--- config.mk ---
export PLATFORM = sky130hd
export DESIGN_NAME = dot_manager
export DESIGN_NICKNAME = d
export VERILOG_FILES = /design/src/rtl/pacman_dot_pkg.sv /design/src/rtl/dot_hit_check.sv /design/src/rtl/dot_manager.sv
export SDC_FILE = /design/constraint.sdc
export NUM_CORES = 1
export LEC_CHECK = 0
export CORE_ASPECT_RATIO = 0.5
export CORE_MARGIN = 1.5
export CORE_UTILIZATION = 54
export DETAILED_ROUTE_END_ITERATION = 6
export GPL_ROUTABILITY_DRIVEN = 0
export PLACE_DENSITY = 0.81
export SYNTH_ARGS = -nofsm -noshare
export SYNTH_HDL_FRONTEND = slang
export SYNTH_SLANG_ARGS = --single-unit
export TNS_END_PERCENT = 20
--- constraint.sdc ---
create_clock -name Clk -period 5.36 [get_ports Clk]
set_input_delay 0.536 -clock Clk [delete_from_list [all_inputs] [get_ports Clk]]
set_output_delay 0.536 -clock Clk [all_outputs]
set_load 0.01 [all_outputs]
--- src/rtl/pacman_dot_pkg.sv ---
// Shared types and constants for the dot manager: FSM states, score width
// and the maze dot origin table (top-left pixel of each dot square).
package pacman_dot_pkg;

  typedef enum logic [1:0] {
    IDLE = 2'd0,
    SCAN = 2'd1,
    DONE = 2'd2
  } dot_state_t;

  localparam int SCORE_W = 16;
  localparam int COORD_W = 10;

  // Row-major 8-wide grid on a 20-pixel pitch; entry 31 sits apart in the corner.
  localparam logic [COORD_W-1:0] DOT_X [0:63] = '{
    10'd40, 10'd60, 10'd80, 10'd100, 10'd120, 10'd140, 10'd160, 10'd180,
    10'd40, 10'd60, 10'd80, 10'd100, 10'd120, 10'd140, 10'd160, 10'd180,
    10'd40, 10'd60, 10'd80, 10'd100, 10'd120, 10'd140, 10'd160, 10'd180,
    10'd40, 10'd60, 10'd80, 10'd100, 10'd120, 10'd140, 10'd160, 10'd200,
    10'd40, 10'd60, 10'd80, 10'd100, 10'd120, 10'd140, 10'd160, 10'd180,
    10'd40, 10'd60, 10'd80, 10'd100, 10'd120, 10'd140, 10'd160, 10'd180,
    10'd40, 10'd60, 10'd80, 10'd100, 10'd120, 10'd140, 10'd160, 10'd180,
    10'd40, 10'd60, 10'd80, 10'd100, 10'd120, 10'd140, 10'd160, 10'd180
  };

  localparam logic [COORD_W-1:0] DOT_Y [0:63] = '{
    10'd40,  10'd40,  10'd40,  10'd40,  10'd40,  10'd40,  10'd40,  10'd40,
    10'd60,  10'd60,  10'd60,  10'd60,  10'd60,  10'd60,  10'd60,  10'd60,
    10'd80,  10'd80,  10'd80,  10'd80,  10'd80,  10'd80,  10'd80,  10'd80,
    10'd100, 10'd100, 10'd100, 10'd100, 10'd100, 10'd100, 10'd100, 10'd180,
    10'd120, 10'd120, 10'd120, 10'd120, 10'd120, 10'd120, 10'd120, 10'd120,
    10'd140, 10'd140, 10'd140, 10'd140, 10'd140, 10'd140, 10'd140, 10'd140,
    10'd160, 10'd160, 10'd160, 10'd160, 10'd160, 10'd160, 10'd160, 10'd160,
    10'd180, 10'd180, 10'd180, 10'd180, 10'd180, 10'd180, 10'd180, 10'd180
  };

endpackage

--- src/rtl/dot_hit_check.sv ---
// Combinational proximity test: hit when both per-axis distances between the
// Pac-Man centre and the dot origin are within radius (inclusive).
module dot_hit_check
  import pacman_dot_pkg::*;
(
  input  logic [COORD_W-1:0] cx,
  input  logic [COORD_W-1:0] cy,
  input  logic [COORD_W-1:0] dot_x,
  input  logic [COORD_W-1:0] dot_y,
  input  logic [COORD_W-1:0] radius,
  output logic               hit
);

  logic [COORD_W-1:0] dx;
  logic [COORD_W-1:0] dy;

  // max - min keeps the unsigned subtraction from wrapping
  always_comb begin
    dx  = (cx >= dot_x) ? (cx - dot_x) : (dot_x - cx);
    dy  = (cy >= dot_y) ? (cy - dot_y) : (dot_y - cy);
    hit = (dx <= radius) && (dy <= radius);
  end

endmodule

--- src/rtl/dot_manager.sv ---
// Per-frame dot scanner: latches Pac-Man's centre, walks the dot table one
// entry per cycle, eats reached dots, keeps score/count and feeds the draw path.
module dot_manager
  import pacman_dot_pkg::*;
#(
  parameter int  NUM_DOTS      = 32,
  parameter int  DOT_SIZE      = 4,
  parameter int  HIT_RADIUS    = 5,
  parameter int  PAC_OFFSET    = 5,
  parameter int  SCORE_PER_DOT = 10,
  localparam int CNT_W         = $clog2(NUM_DOTS + 1)
) (
  input  logic                Clk,
  input  logic                Reset,
  input  logic                frame_start,
  input  logic                level_restart,
  input  logic [7:0]          pac_mem_start_X,
  input  logic [7:0]          pac_mem_start_Y,
  input  logic [9:0]          DrawX,
  input  logic [9:0]          DrawY,
  output logic                dot_pixel,
  output logic [NUM_DOTS-1:0] eaten_mask,
  output logic [CNT_W-1:0]    dots_left,
  output logic [SCORE_W-1:0]  score,
  output logic                eat_pulse,
  output logic                scan_done,
  output logic                level_clear,
  output logic                busy,
  output dot_state_t          dbg_state
);

  // Control protocol: frame_start and level_restart are single-cycle request
  // pulses with no ready; frame_start is only honoured in IDLE and is never
  // queued, level_restart is always honoured. eat_pulse/scan_done are
  // single-cycle event strobes registered on the edge the event happens.

  localparam int IDX_W = $clog2(NUM_DOTS);
  localparam int SUM_W = SCORE_W + 1;
  localparam logic [IDX_W-1:0] LAST_IDX = IDX_W'(NUM_DOTS - 1);

  dot_state_t         state;
  dot_state_t         state_nxt;
  logic [IDX_W-1:0]   idx;
  logic [8:0]         cx_q;
  logic [8:0]         cy_q;
  logic [5:0]         tbl_idx;
  logic               hit;
  logic               eat_now;
  logic [SUM_W-1:0]   score_sum;
  logic [SCORE_W-1:0] score_nxt;

  assign tbl_idx = 6'(idx);

  dot_hit_check u_hit (
    .cx     ({1'b0, cx_q}),
    .cy     ({1'b0, cy_q}),
    .dot_x  (DOT_X[tbl_idx]),
    .dot_y  (DOT_Y[tbl_idx]),
    .radius (COORD_W'(HIT_RADIUS)),
    .hit    (hit)
  );

  always_comb begin
    state_nxt = state;
    case (state)
      IDLE:    if (frame_start) state_nxt = SCAN;
      SCAN:    if (idx == LAST_IDX) state_nxt = DONE;
      DONE:    state_nxt = IDLE;
      default: state_nxt = IDLE;
    endcase
    if (level_restart) state_nxt = IDLE;
  end

  // A restart in the same cycle discards the eat.
  assign eat_now   = (state == SCAN) && hit && !eaten_mask[idx] && !level_restart;
  assign score_sum = {1'b0, score} + SUM_W'(SCORE_PER_DOT);
  assign score_nxt = score_sum[SCORE_W] ? {SCORE_W{1'b1}} : score_sum[SCORE_W-1:0];

  always_ff @(posedge Clk or negedge Reset) begin
    if (!Reset) begin
      state     <= IDLE;
      idx       <= '0;
      cx_q      <= '0;
      cy_q      <= '0;
      eat_pulse <= 1'b0;
      scan_done <= 1'b0;
    end else begin
      state     <= state_nxt;
      eat_pulse <= eat_now;
      scan_done <= (state == DONE) && !level_restart;
      if (level_restart) begin
        idx <= '0;
      end else if ((state == IDLE) && frame_start) begin
        cx_q <= {1'b0, pac_mem_start_X} + 9'(PAC_OFFSET);
        cy_q <= {1'b0, pac_mem_start_Y} + 9'(PAC_OFFSET);
        idx  <= '0;
      end else if ((state == SCAN) && (idx != LAST_IDX)) begin
        idx <= idx + 1'b1;
      end
    end
  end

  always_ff @(posedge Clk or negedge Reset) begin
    if (!Reset) begin
      eaten_mask  <= '0;
      dots_left   <= CNT_W'(NUM_DOTS);
      score       <= '0;
      level_clear <= 1'b0;
    end else if (level_restart) begin
      eaten_mask  <= '0;
      dots_left   <= CNT_W'(NUM_DOTS);
      level_clear <= 1'b0;
    end else begin
      if (eat_now) begin
        eaten_mask[idx] <= 1'b1;
        dots_left       <= dots_left - 1'b1;
        score           <= score_nxt;
      end
      if ((state == DONE) && (dots_left == '0)) level_clear <= 1'b1;
    end
  end

  assign busy      = (state == SCAN);
  assign dbg_state = state;

  // Draw path: one box compare per dot against the registered mask.
  logic [NUM_DOTS-1:0] on_dot;

  for (genvar i = 0; i < NUM_DOTS; i++) begin : g_draw
    localparam logic [10:0] X_LO = {1'b0, DOT_X[i]};
    localparam logic [10:0] Y_LO = {1'b0, DOT_Y[i]};
    localparam logic [10:0] X_HI = X_LO + 11'(DOT_SIZE - 1);
    localparam logic [10:0] Y_HI = Y_LO + 11'(DOT_SIZE - 1);
    assign on_dot[i] = !eaten_mask[i]
                     && ({1'b0, DrawX} >= X_LO) && ({1'b0, DrawX} <= X_HI)
                     && ({1'b0, DrawY} >= Y_LO) && ({1'b0, DrawY} <= Y_HI);
  end

  assign dot_pixel = |on_dot;

endmodule

* Word-level counts from Yosys, hierarchy flattened *
Memories as Yosys holds them, arrays and structs flattened.
Cells that the tools add are included.

word-level totals
  bits in registers = 82
  input port bits = 40
  memories kept = 2
  word-level logic and storage cells = 269
  bits in read-only memories = 1,280

cells by class
  reductions and logical operators = 180
  equality and inequality tests = 6
  $add $sub $neg = 9
  order comparisons = 35
  mux-type cells = 24
  bitwise operators = 3

memory list
  memory           words  width  rd ports  clocked after Yosys merged registers in  write ports  RTL line           RTL
  (no name shown)  64     10     1         0                                        0            dot_manager.sv:58  .dot_y (DOT_Y[tbl_idx]),
  (no name shown)  64     10     1         0                                        0            dot_manager.sv:57  .dot_x (DOT_X[tbl_idx]),

operator list
  operator                 number
  $logic_and A1 B1 Y1      137
  $mux W32                 2
  $mux W10                 6
  $ge A10 B7 Y1 const B    5
  $ge A10 B8 Y1 const B    5
  $le A10 B7 Y1 const B    5
  $le A10 B8 Y1 const B    5
  $ge A10 B6 Y1 const B    4
  $le A10 B6 Y1 const B    4
  $logic_not A1 Y1         34
  $or A32 B32 Y32          1
  $reduce_or A32 Y1        1
  $ge A9 B10 Y1            2
  $le A10 B3 Y1 const B    2
  $sub A10 B9 Y10          2
  $sub A9 B10 Y10          2
  $add A8 B3 Y9 const B    2
  $add A16 B4 Y17 const B  1
  $mux W16                 1
  $mux W5                  3
  $mux W6                  2
  $ge A7 B7 Y1 const B     1
  $not A5 Y7               1
  $logic_not A6 Y1         1
  other kinds (20)         28

* Depth between registers and ports, before layout *
Gate-level depths: netlist (run 1).

  depth in word-level cells = 13
  depth in mapped cells = 22
  mapped depth without buffers = 16

* Hierarchy *
From an unflattened synthesis (run 1), not the netlist that was laid out.

second synthesis, totals
  cells, all modules = 777
  area total of the unflattened synthesis = 6,765.2 um^2

modules (own cells, without submodules)
  module         cells each  sequential area each (um^2)  times used  area an instance (um^2)
  dot_manager    505         2,053.2                      1           4,673.2
  dot_hit_check  272         0.0                          1           2,092.0

* Least setup slack after synthesis (run 1) *
OpenSTA, ideal clock, no wires.

  path kind = register to register
  from = register idx[1]
  to = register score[6]
  arrival time = 4,163 ps
  stages on the path, launching flop included = 20
  path buffers = 5
  required time = 5,235 ps
  setup slack = 1,072 ps
  clock period less this slack = 4,288 ps
  path through = dfrtp_1 > clkbuf_1 > inv_1 > ha_1 > clkbuf_1 > o21ai_0 > a21oi_1 > ha_1 > buf_2 > and4_4 > buf_6 > o31a_1 > o21ai_0 > a21oi_1 > or3_1 > nor4_2 > and4b_1 > buf_6 > nand4_2 > mux2_4

on the way
  longest elaborated chain between the ends = 12
  elaborated cells between the ends (all ways) = 25

RTL lines
  what                                             RTL line                                  RTL
  start, declared                                  dot_manager.sv:43                         logic [IDX_W-1:0] idx;
  start signal, assigned                           dot_manager.sv:98                         idx <= idx + 1'b1;
  $not A5 Y7 (not written as such)                 dot_manager.sv:57, dot_manager.sv:58
  $mem_v2 Z64 W10, on equally long branches        --
  $mux W10, on equally long branches (2 in a row)  dot_manager.sv:57, dot_manager.sv:58
  $sub A10 B9 Y10 (tied with other cells)          dot_hit_check.sv:19                       dx = (cx >= dot_x) ? (cx - dot_x) : (dot_x - cx);
  $mux W10, on equally long branches               dot_hit_check.sv:19, dot_hit_check.sv:20
  $le A10 B3 Y1                                    dot_hit_check.sv:21                       hit = (dx <= radius) && (dy <= radius);
  $logic_and A1 B1 Y1                              dot_hit_check.sv:21
  $logic_and A1 B1 Y1                              dot_manager.sv:75                         assign eat_now = (state == SCAN) && hit && !eaten_mask[idx] && !level_restart;
  $logic_and A1 B1 Y1 (*) (2 in a row)             dot_manager.sv:75
  $reduce_and A2 Y1 (no line) (*)                  --
  end signal, assigned                             dot_manager.sv:117                        score <= score_nxt;
  end, declared                                    dot_manager.sv:24                         output logic [SCORE_W-1:0] score,

Every way passes the cells marked *; elsewhere a longest branch is shown, timed or not. The select of a mux whose other input is x is not followed.
A chain may end at the register's enable or synchronous reset.

* Worst setup path in the final report (run 1) *
  from = register idx[0]
  to = register score[3]

The elaborated chain is that of the path after synthesis.

==> results.toml, run 1 <==
[drt]
wl_mm = 16.3
drtIter0Drc = 644
antenna_left = 0
vias_per_cell = 6.19
vias = 5691
firstDrtPassIters = 5
drc = 0
post_drt_wl_per_cell_microns = 17.7

[critical_path]
arrival_ps = 5070
path_class = "flop to flop"
crit_fanout = 11
worst_setup_path_start_kind = "flop"
required_ps = 5590
crit_slowest_cell = "a211oi_1"
end_kind = "flop"
cp.buffers_inverters = 1
cp_cell_sequence = "inv_1 > ha_1 > o21ai_0 > a21oi_1 > ha_1 > a211oi_1 > nor2_1 > o211ai_1 > o211ai_1 > or3_1 > nor4_2 > and4b_1 > and2_1 > a31oi_1"
max_stage_delay_ps = 580
cp_top_family = "simple AND/OR/NAND/NOR gates"

[final_layout]
nets = 853
diodes = 0
post-route-util_pct = 70.0
area.growth.synth_to_final_pct = 22.3
multi_input_comb_area_sq_um = 3580
fill_cells = 826
regArea_sq_um = 2050
layout-drive-gt1-share_pct = 7.56

[status]
status = "finished clean"

[yosys]
synth.most_common_cell = "dfrtp_1"
yosysTopAreaCellShare_pct = 33.7
synth_edf_count = 0
avgSynthCellArea_sq_um = 8.68
synthArstFlopShare_pct = 100
synth_top_area_cell = "dfrtp_1"
synthesis.nets = 771
yosys.cell_types.count = 74
synth-seq-cells = 82
netlist_instances = 693
ys.flop_type = "dfrtp_1"
ys_top_cells_by_area = "dfrtp_1, ha_1, nor2_1"
synth_commonest_cells = "dfrtp_1, nor2_1, nand2_1"
yosysSeqAreaShare_pct = 34.1
synthesis.area_sq_um = 6010
yosysWarnings = 0

[die]
die_w_microns = 152
die-area_sq_um = 11800
rows = 26
fp.dieH_microns = 77.6
start_util_pct = 57.2
core_area_sq_um = 10500
ioPinCount = 101

[global_route]
grt_max_degree = 83
first_global_vias = 5295
grt_pass1_wl_mm = 26.6
grt_use_met1_pct = 38.4
overflow = 0
antenna_found_initial = 0
grt_busiest_layer = "met2"
grt.total_usage_pct = 28.1
use_met2_pct = 44.3
met3_usage_pct = 7.26

[clock_network]
h-tree-depth = 3
cts.repair.resized = 0
clockBufferDepth = 2
clock_latency_ps = 350
clock_sinks = 82
path_clk_slew_ps = 70
cts_inserted_buffers = 9
cts_hold_buf = 0
cts_tree = "built"
clockRootBuffer = "clkbuf_16"
cts_setup_buffers = 0

[timing]
slew_headroom_pct = 29.9
finalMaxSlewViolations = 0
rsz0062_at_grt = "no"
fin_hold_ws_ps = 346
fin_crit_sh_pct = 90.2
layout_min_cycle_time_ps = 4840
setup_viol = 0
finalHoldViolCount = 0
fin_setup_tns_ps = 0
skew_ps = 8.88
fmax_mhz = 207
worst_slew_pin_slew_ps = 1050

[worst_hold_path]
hold_class = "input port to asynchronous set/reset pin"

[power_and_ir_drop]
powerDensity_nw_per_um2 = 255
p_leak_nw = 3.19
worst_ir_drop_vdd_mv = 0.174

[placed_design]
dp_hpwl_mm = 11.8
port_buffers = 96

[flow_run]
maxCapViolCount = 0
==> kinds of logic after synthesis <==
family                   Yosys count  share of synthesized area [%]
AND/OR/NAND/NOR                  252                           21.6
AO/OA/AOI/OAI                    191                           21.2
buffers and inverters             85                           6.28
flip-flops                        82                           34.1
adder cells (fa/ha/maj)           38                           8.16
multiplexers                      26                           5.83
XOR/XNOR                          19                           2.77
==> per-stage QoR <==
stage / std cells / cell area, sq um / setup slack [ps] / total power [mW]
4_1_cts: 920 / 7360 / 678 / 1.88
2_1_floorplan: 693 / 6010 / 1070 / 1.07
6_report: 920 / 7360 / 524 / 1.88
5_1_grt: 920 / 7360 / 45.3 / 1.98
3_5_place_dp: 904 / 7050 / 677 / 1.22
3_3_place_gp: 904 / 7050 / 781 / 1.20
==> path summary, 6_finish.rpt <==
| check | slack [ps] | end | cells past startpoint | from |
|---|---|---|---|---|
| max in group asynchronous | 4310 | cy_q[0] | 1 | Reset |
| worst min register to register | 480 | cy_q[2] | 2 | cy_q[2] |
| worst min-delay path | 350 | score[0] | 1 | Reset |
| worst max-delay path | 520 | score[3] | 14 | idx[0] |
| min in group Clk | 480 | cy_q[2] | 2 | cy_q[2] |
| worst max register to register | 520 | score[3] | 14 | idx[0] |
==> flip-flops by register name, indices dropped and copies added, names as in the netlist, 2 cells and up <==
register	flops
dots_left	6
cy_q	9
cx_q	9
eaten_mask	32
dbg_state	2
score	16
idx	5
==> power by group <==
part	internal (mW)	total [mW]	switching, mW
registers	0.647	0.674	0.0268
clock network	0.370	0.658	0.287
logic	0.229	0.547	0.318
==> layout make-up <==
| cell class | count | area share (%) |
|---|---|---|
| clock buffers | 9 | 3.06 |
| clock inverters | 7 | 1.16 |
| inverters | 46 | 2.35 |
| multi-input cells | 526 | 48.7 |
| flip-flops and latches | 82 | 27.9 |
| well taps | 140 | 2.38 |
| repair buffers | 110 | 14.5 |
==> worst reg2reg max path, stage by stage, from the launching register on <==
cell and delay [ps]:
dfrtp_1 450, inv_1 150, ha_1 440, o21ai_0 160, a21oi_1 330, ha_1 400
a211oi_1 580, nor2_1 200, o211ai_1 250, o211ai_1 120, or3_1 340, nor4_2 280
and4b_1 540, and2_1 360, a31oi_1 120
==> cells in the final DEF, fill, tap and decap left out, drive strengths merged, types with 4 or more instances in the layout <==
master         instances
and3b                  4
mux4                   4
nand2b                 9
o21ai                 30
o22ai                 13
and2                   6
o31ai                  4
buf                   15
ha                    36
a211oi                 6
a31oi                 39
clkdlybuf4s50         95
nor4                   9
o21a                   6
nand2                 47
nor2                  74
dfrtp                 81
a21o                   8
xnor2                  6
xor2                  13
nor2b                 11
clkbuf                 9
nand3                 19
and3                   9
o211ai                 6
a311oi                 5
a21oi                 39
nor3                  16
mux2i                  8
inv                   49
mux2                  14
nor3b                 11
nand4                 19
==> layer usage <==
layer  part of all wire [%]  routed length (microns)  up-vias
met3                    9.6                     1560       30
met2                     44                     7170      275
li1                       -                        -     2703
met4                    1.6                      261        0
met5                      0                        0        -
met1                     45                     7330     2683
Power figures use the tool's default switching activity.
==> inputs of run 2 (changes only) <==
--- a/config.mk
+++ b/config.mk
@@ -7,10 +7,12 @@
 export LEC_CHECK = 0
 export CORE_ASPECT_RATIO = 0.5
 export CORE_MARGIN = 1.5
-export CORE_UTILIZATION = 54
+export CORE_UTILIZATION = 59
+export CTS_CLUSTER_SIZE = 20
 export DETAILED_ROUTE_END_ITERATION = 6
 export GPL_ROUTABILITY_DRIVEN = 0
-export PLACE_DENSITY = 0.81
+export PLACE_DENSITY = 0.87
+export SLEW_MARGIN = 10
 export SYNTH_ARGS = -nofsm -noshare
 export SYNTH_HDL_FRONTEND = slang
 export SYNTH_SLANG_ARGS = --single-unit
==> constraint.sdc (replaced) <==
create_clock -name Clk -period 5.69 [get_ports Clk]
set_input_delay 0.569 -clock Clk [delete_from_list [all_inputs] [get_ports Clk]]
set_output_delay 0.569 -clock Clk [all_outputs]
set_load 0.01 [all_outputs]
==> results.toml, run 2 (synthesized netlist as in run 1, its figures left out) <==
[die]
ioPinCount = 101
core_area_sq_um = 9670
start_util_pct = 62.2
die-area_sq_um = 10800
fp.dieH_microns = 74.4
rows = 25
die_w_microns = 146

[final_layout]
layout-drive-gt1-share_pct = 6.73
area.growth.synth_to_final_pct = 21.0
regMostFlops = "eaten_mask"
post-route-util_pct = 75.3
diodes = 0
layout.cells.most_common_list = "clkdlybuf4s50_1, dfrtp_1, nor2_1, nand2_1, inv_1"
mostFrequentLayoutCell = "clkdlybuf4s50_1"
largest_register_ffs = 32
fin_area_sq_um = 7280
largest_registers = "eaten_mask x32, score x16"
nets = 846

[power_and_ir_drop]
internal_power_mw = 1.13
p_total_mw = 1.73
power_frac_comb_pct = 29.7
swShare_pct = 34.6
worst_ir_drop_vdd_mv = 0.198
p_leak_nw = 3.15
p_sw_mw = 0.599
powerDensity_nw_per_um2 = 238
seqPwrFrac_pct = 36.7
p_clk_share_pct = 33.6

[drt]
drtIter0Drc = 693
drc = 0
firstDrtPassIters = 5
wl_mm = 16.2
antenna_left = 0
post_drt_wl_per_cell_microns = 17.9
vias = 5860
vias_per_cell = 6.45

[flow_run]
maxCapViolCount = 0

[timing]
finalHoldViolCount = 0
worst_slew_pin_slew_ps = 1020
setup_slack_ps = 492
rsz0062_at_grt = "no"
fmax_mhz = 192
skew_ps = 10.4
layout_min_cycle_time_ps = 5200
setup_viol = 0
slew_headroom_pct = 31.8
fin_crit_sh_pct = 91.3
finalMaxSlewViolations = 0
fin_setup_tns_ps = 0

[critical_path]
end_kind = "flop"
timing.rr.start = "idx[1]"
reg2reg_to = "eaten_mask[3]"
arrival_ps = 5470
reg2reg_depth = 16
crit_fanout = 32
worst_setup_path_start_kind = "flop"
ff2ff_setup_slack_ps = 490
required_ps = 5970
path_class = "flop to flop"

[worst_hold_path]
hold_class = "input port to asynchronous set/reset pin"

[clock_network]
clock_sinks = 82
cts_setup_buffers = 0
cts.repair.resized = 0
h-tree-depth = 3
path_clk_slew_ps = 70
clock_latency_ps = 350
clockRootBuffer = "clkbuf_16"
cts_inserted_buffers = 9
cts_tree = "built"
clockBufferDepth = 2
cts_hold_buf = 0

[global_route]
grt_pass1_wl_mm = 26.7
first_global_vias = 5436
grt_max_degree = 83
overflow = 0
grt.total_usage_pct = 31.1
antenna_found_initial = 0

[placed_design]
dp_hpwl_mm = 11.6
port_buffers = 96
placed_area_sq_um = 6990
place_ws_ps = 689

[status]
status = "finished clean"
-- run 2: power by group through the flow --
stage | logic, mW | registers [mW] | clock network (mW)
floorplan | 0.371 | 0.639 | 0
global placement | 0.483 | 0.643 | 0
detailed placement | 0.498 | 0.646 | 0
CTS | 0.502 | 0.634 | 0.585
global route | 0.567 | 0.638 | 0.605
finish | 0.513 | 0.635 | 0.581
-- run 2: how the worst max path moves through the flow --
| stage | start | to | slack (ps) | cells after the start |
|---|---|---|---|---|
| floorplan | idx[1] | score[6] | 1400 | 19 |
| global placement | idx[3] | eaten_mask[11] | 790 | 16 |
| detailed placement | idx[3] | eaten_mask[0] | 690 | 16 |
| CTS | idx[1] | eaten_mask[3] | 650 | 16 |
| global route | idx[1] | eaten_mask[3] | 230 | 16 |
| finish | idx[1] | eaten_mask[3] | 490 | 16 |
-- run 2: layer usage --
| metal | track usage, % | wire (microns) | up-vias |
|---|---|---|---|
| met1 | 40.9 | 6820 | 2728 |
| li1 | - | - | 2701 |
| met2 | 51.8 | 7280 | 385 |
| met4 | 10.1 | 351 | 0 |
| met3 | 7.67 | 1780 | 46 |
| met5 | 0 | 0 | - |
-- run 2: final cells by class --
| class | count | area [sq um] |
|---|---|---|
| timing repair buffer | 103 | 1010 |
| clock buffer | 9 | 225 |
| clock inverter | 7 | 65.1 |
| tap | 135 | 169 |
| fill | 701 | 2390 |
| sequential | 82 | 2050 |
| multi-input combinational | 526 | 3580 |
| inverter | 46 | 173 |
-- run 2: through the flow --
| step | hold WS [ps] | instances |
|---|---|---|
| after global routing | 491 | 908 |
| after CTS | 442 | 908 |
| after floorplan | 273 | 693 |
| after global placement | 463 | 892 |
| final | 396 | 908 |
| after detailed placement | 470 | 892 |
-- run 2: critical path: stages (launching register included) --
cell	delay (ps)
dfrtp_1	700
inv_1	250
ha_1	400
nand2_1	80
o21ai_0	80
a21oi_1	300
ha_1	390
a211oi_1	500
nor2_1	190
o211ai_1	250
o211ai_1	130
or3_1	340
nor4_2	320
and3_1	470
buf_4	410
a31oi_1	160
nor2_1	130
